===== config.mk =====
export PLATFORM = sky130hd
export DESIGN_NAME = hsdaoh_stream_arbiter
export DESIGN_NICKNAME = d
export VERILOG_FILES = /design/src/rtl/hsdaoh_stream_arbiter.sv
export SDC_FILE = /design/constraint.sdc
export NUM_CORES = 1
export LEC_CHECK = 0
export CAP_MARGIN = 20
export CORE_UTILIZATION = 40
export DETAILED_ROUTE_END_ITERATION = 8
export PLACE_DENSITY = 0.65
export RECOVER_POWER = 25
export SYNTH_ARGS = -nofsm -noshare
export SYNTH_HDL_FRONTEND = slang
export SYNTH_SLANG_ARGS = --single-unit

===== constraint.sdc =====
create_clock -name clk_pixel -period 2.6 [get_ports clk_pixel]
set_clock_uncertainty 0.1 [all_clocks]
set_input_delay 0.39 -clock clk_pixel [delete_from_list [all_inputs] [get_ports clk_pixel]]
set_output_delay 0.39 -clock clk_pixel [all_outputs]
set_load 0.05 [all_outputs]

===== src/rtl/hsdaoh_stream_arbiter.sv =====
// hsdaoh_stream_arbiter: round-robin burst scheduler sharing one 16-bit sample FIFO between streams
module hsdaoh_stream_arbiter #(
    parameter int NUM_STREAMS = 4,
    parameter int BURST_LEN   = 256
) (
    input  logic                      clk_pixel,
    input  logic                      rstn,
    input  logic [NUM_STREAMS-1:0]    stream_en,
    input  logic [NUM_STREAMS-1:0]    s_burst_rdy,
    input  logic [NUM_STREAMS-1:0]    s_valid,
    input  logic [16*NUM_STREAMS-1:0] s_data,
    input  logic [NUM_STREAMS-1:0]    s_drop,
    output logic [NUM_STREAMS-1:0]    s_ready,
    input  logic                      fifo_full,
    output logic                      fifo_wr_en,
    output logic [15:0]               fifo_wr_data,
    output logic                      busy,
    output logic [2:0]                grant_id
);
    typedef enum logic [1:0] {IDLE, HEADER, PAYLOAD} state_t;
    localparam logic [3:0]  N4   = 4'(NUM_STREAMS);
    localparam logic [11:0] LAST = 12'(BURST_LEN - 1);

    state_t state, state_nxt;
    logic [2:0] rr_ptr, rr_nxt, pick;
    logic found, xfer, hdr_wr, last;
    logic [3:0] sum, sum_g;
    logic [11:0] cnt;
    logic [7:0] seq [8];
    logic [7:0] ovf, valid8, drop8, hdr_clr, ready8;
    logic [15:0] words [8];
    logic [2*NUM_STREAMS-1:0] rot;

    // Pad per-stream vectors to eight entries so a 3-bit grant index is always in range
    for (genvar i = 0; i < 8; i++) begin : g_words
        if (i < NUM_STREAMS) begin : g_act
            assign words[i] = s_data[16*i +: 16];
        end else begin : g_pad
            assign words[i] = 16'h0000;
        end
    end

    assign valid8 = 8'(s_valid);
    assign drop8  = 8'(s_drop);
    assign rot    = {stream_en & s_burst_rdy, stream_en & s_burst_rdy} >> rr_ptr;

    // Descending scan so the eligible stream closest to rr_ptr wins
    always_comb begin
        found = 1'b0;
        sum   = 4'd0;
        for (int k = NUM_STREAMS - 1; k >= 0; k--) begin
            if (rot[k]) begin
                found = 1'b1;
                sum   = {1'b0, rr_ptr} + 4'(k);
            end
        end
        pick  = sum >= N4 ? 3'(sum - N4) : sum[2:0];
        sum_g = {1'b0, pick} + 4'd1;
        rr_nxt = sum_g == N4 ? 3'd0 : sum_g[2:0];
    end

    always_comb begin
        hdr_wr       = state == HEADER && !fifo_full;
        xfer         = state == PAYLOAD && valid8[grant_id] && !fifo_full;
        last         = xfer && cnt == LAST;
        fifo_wr_en   = hdr_wr || xfer;
        fifo_wr_data = hdr_wr ? {4'hC, grant_id, ovf[grant_id], seq[grant_id]} :
                       xfer   ? words[grant_id] : 16'h0000;
        ready8       = xfer ? 8'd1 << grant_id : 8'd0;
        hdr_clr      = hdr_wr ? 8'd1 << grant_id : 8'd0;
        s_ready      = ready8[NUM_STREAMS-1:0];
        busy         = state != IDLE;
        state_nxt    = state == IDLE   ? (found ? HEADER : IDLE) :
                       state == HEADER ? (hdr_wr ? PAYLOAD : HEADER) :
                                         (last ? IDLE : PAYLOAD);
    end

    always_ff @(posedge clk_pixel or negedge rstn) begin
        if (!rstn) begin
            state <= IDLE;
        end else begin
            state <= state_nxt;
        end
    end

    always_ff @(posedge clk_pixel or negedge rstn) begin
        if (!rstn) begin
            grant_id <= 3'd0;
            rr_ptr   <= 3'd0;
            cnt      <= 12'd0;
            ovf      <= 8'd0;
            for (int k = 0; k < 8; k++) seq[k] <= 8'd0;
        end else begin
            if (state == IDLE && found) begin
                grant_id <= pick;
                rr_ptr   <= rr_nxt;
            end
            if (hdr_wr) cnt <= 12'd0;
            else if (xfer) cnt <= cnt + 12'd1;
            if (last) seq[grant_id] <= seq[grant_id] + 8'd1;
            // A drop landing on the header-write cycle survives the clear
            ovf <= (ovf & ~hdr_clr) | drop8;
        end
    end
endmodule


==> results.sh, run 1 <==
export IMPL_place_congestion=0.777
export IMPL_synth_top_family_by_area="multiplexers"
export IMPL_hold_path_startpoint="seq[13]"
export IMPL_synth_cell_type_count=48
export IMPL_hold_violations=0
export IMPL_setup_ws_ps=-104
export IMPL_cp_arrival_ps=2210
export IMPL_cts_tree="done"
export IMPL_first_pass_iters=5
export IMPL_holdWs_ps=274
export IMPL_cp_required_ps=2110
export IMPL_maxCapViolCount=0
export IMPL_die_h_microns=114
export IMPL_cts_root_buffer_cell="clkbuf_16"
export IMPL_antenna_cells=0
export IMPL_max_freq_ghz=0.370
export IMPL_overflow=0
export IMPL_ys_ff_latch=92
export IMPL_status="finished with violations"
export IMPL_r2r_cells=9
export IMPL_drtIter0Drc=191
export IMPL_crit_path_end_kind="primary output"
export IMPL_wirelength_mm=12.4
export IMPL_dieArea_sq_mm=0.0131
export IMPL_yosys_top_cells_area="dfrtp_1 (46%), mux4_2 (16%), mux2_2 (5.8%)"
export IMPL_irDropWorstVdd_uv=419
export IMPL_cts_max_level=3
export IMPL_drc=0
export IMPL_synth_nets=523
export IMPL_grt_first_pass_wirelength_mm=20.3
export IMPL_first_global_vias=3990
export IMPL_fill_cells=986
export IMPL_vias_per_cell=5.23
export IMPL_leakagePower_nw=3.08
export IMPL_nets=638
export IMPL_synthCells=433
export IMPL_cts_sinks=92
export IMPL_hp_class="flop to flop"
export IMPL_reg2reg_to="seq[60]"
export IMPL_ys_warn_count=0
export IMPL_avgSynthCellArea_sq_um=11.6
export IMPL_start_kind="flop"
export IMPL_p_per_area_mw_per_mm2=814
export IMPL_num_rows=40
export IMPL_critical_path_class="flop to primary output"
export IMPL_cts_buffer_depth=2
export IMPL_synth_xor_area_share_pct=3.30
export IMPL_grt_max_degree=41
export IMPL_routedWlPerCell_microns=17.3
export IMPL_clkLatencyLatePin_ps=340
export IMPL_slew_headroom_pct=40.8
export IMPL_die_w_microns=114
export IMPL_violations="negative setup slack"
export IMPL_critical_path_startpoint="grant_id[0]"
export IMPL_rsz0062_at_grt="yes"
export IMPL_yosys_most_used_dff="dfrtp_1"
export IMPL_antenna_found_initial=0
export IMPL_clk_pin_slew_worst_paths_ps=70
export IMPL_muxShareOfSynthArea_pct=23.8
export IMPL_synth_commonest_cells="dfrtp_1 (92), nand2_1 (41), clkbuf_1 (40)"
export IMPL_drive_gt1_share_pct=33.3
export IMPL_yosys_area_share_simple_pct=11.7
export IMPL_ys_async_sr_fraction_pct=100
export IMPL_fin_crit_ps=2700
export IMPL_yosysSeqAreaShare_pct=45.7
export IMPL_worst_pin_slew_ps=888
export IMPL_area_growth_pct=43.1
export IMPL_synth_most_common_cell="dfrtp_1"
export IMPL_start_util_pct=41.4
export IMPL_postLayoutCoreUtil_pct=59.3
export IMPL_r2r_setup_slack_ps=70
export IMPL_via_count=3774
export IMPL_setup_viol=9
export IMPL_min_period_over_period_pct=104
export IMPL_grt_usage_pct=20.4
export IMPL_ant_nets=0
export IMPL_yosys_area_top_type="dfrtp_1"
export IMPL_synthAdderAreaFrac_pct=1.74
export IMPL_rr_startpoint="grant_id[0]"
export IMPL_cts_buffers=9
export IMPL_synth_compound_area_share_pct=8.71
export IMPL_ioPinCount=108
export IMPL_coreArea_sq_mm=0.0122
export IMPL_finalMaxSlewViolations=0
export IMPL_synth_top_area_share_pct=45.7
export IMPL_critPathMaxFanout=5
export IMPL_cp_endpoint="fifo_wr_data[1]"
export IMPL_pre_cts_ws_ps=31.2
export IMPL_io_buffers=107
export IMPL_synth_edf_count=0
export IMPL_syn_area_sq_mm=0.00504
export IMPL_dp_hpwl_mm=9.49
==> report_power, final <==
part / switching [W] / internal, W
Combinational: 0.00151 / 0.00142
Sequential: 0.000156 / 0.00152
Clock: 0.000592 / 0.000672
==> how the worst min path moves through the flow <==
stage,endpoint,slack (ps),cells past startpoint
after floorplan,cnt[0],-6,0
after global placement,cnt[5],260,1
after detailed placement,seq[9],260,0
after CTS,seq[9],280,0
after global routing,seq[9],280,0
final,seq[13],270,0
==> layout make-up <==
type                            instances  area [sq um]  share of cell area, %
Clock inverter                          7          62.6                  0.867
Sequential cell                        92          2310                   32.0
Timing Repair Buffer                  157          1720                   23.9
Inverter                               10          37.5                  0.520
Tap cell                              168           210                   2.91
Multi-Input combinational cell        278          2650                   36.7
Clock buffer                            9           225                   3.12
==> layer usage <==
layer	vias up	share of wire (%)	global-route usage (%)	wire length [microns]
li1	1792	-	-	-
met1	1887	45	27.3	5590
met2	82	50	34.6	6210
met3	13	3.7	2.81	462
met4	0	1.4	6.32	178
met5	-	0	0	0
==> metrics by stage <==
stage	cells	setup TNS (ps)	cell area [sq um]	total power, W
floorplan	433	-146	5110	0.00338
global placement	694	0	6660	0.00437
detailed placement	694	0	6660	0.00440
CTS	718	-743	7080	0.00579
global route	721	-1090	7210	0.00618
finish	721	-417	7210	0.00587
==> placed cells by master, fill, tap and decap left out, types with 5 or more instances in the layout <==
cell type	netlist	layout
xnor2_1	6	6
nand3_1	12	12
nand2b_1	5	5
dfrtp_1	92	89
clkdlybuf4s50_1	0	83
buf_12	0	23
buf_6	0	5
and3_1	5	5
mux4_2	35	35
mux2_2	26	24
nand2_1	41	37
ha_1	7	6
buf_4	3	42
o2bb2ai_2	0	5
inv_1	9	9
nor2_1	26	26
clkbuf_16	0	9
o21ai_0	12	12
xor2_1	13	10
a211oi_1	7	7
a21oi_1	8	8
mux2i_1	12	10
==> state kept, by name, summed over array words and instances, names as in the netlist <==
| name | flops |
|---|---|
| seq | 64 |
| cnt | 12 |
| ovf | 8 |
| grant_id | 3 |
| rr_ptr | 3 |
| state | 2 |
==> logic make-up (layout without fill, tap and decap cells) <==
logic type | count (synthesis) | count (layout)
adders and majority gates | 7 | 7
xor gates and xnor gates | 19 | 19
and+or+nand+nor | 116 | 116
muxes | 73 | 73
DFF | 92 | 92
buffers and inverters | 63 | 183
AOI/OAI and AO/OA | 63 | 63
==> worst max-delay path, stage by stage, from the launching register on <==
cell and delay (ps):
dfrtp_4 500, buf_12 150, buf_6 110, mux4_2 430, mux2_4 280, a22o_1 240
buf_12 150
==> repair_timing <==
item	CTS	global route
endpoints found under the hold margin	32	0
setup buffers	7	3
endpoints found under the setup margin	21	32
gates resized for setup	14	21
pin swaps	2	2
hold buffers	1	0
cloned	0	0
Note: power is estimated with default switching activity, not from simulation.
==> inputs of run 2 (changes only) <==
Settings changed: TNS_END_PERCENT from default to 100.
==> results of run 2 <==
No change in the layout: final DEF, timing and power equal those of run 1.
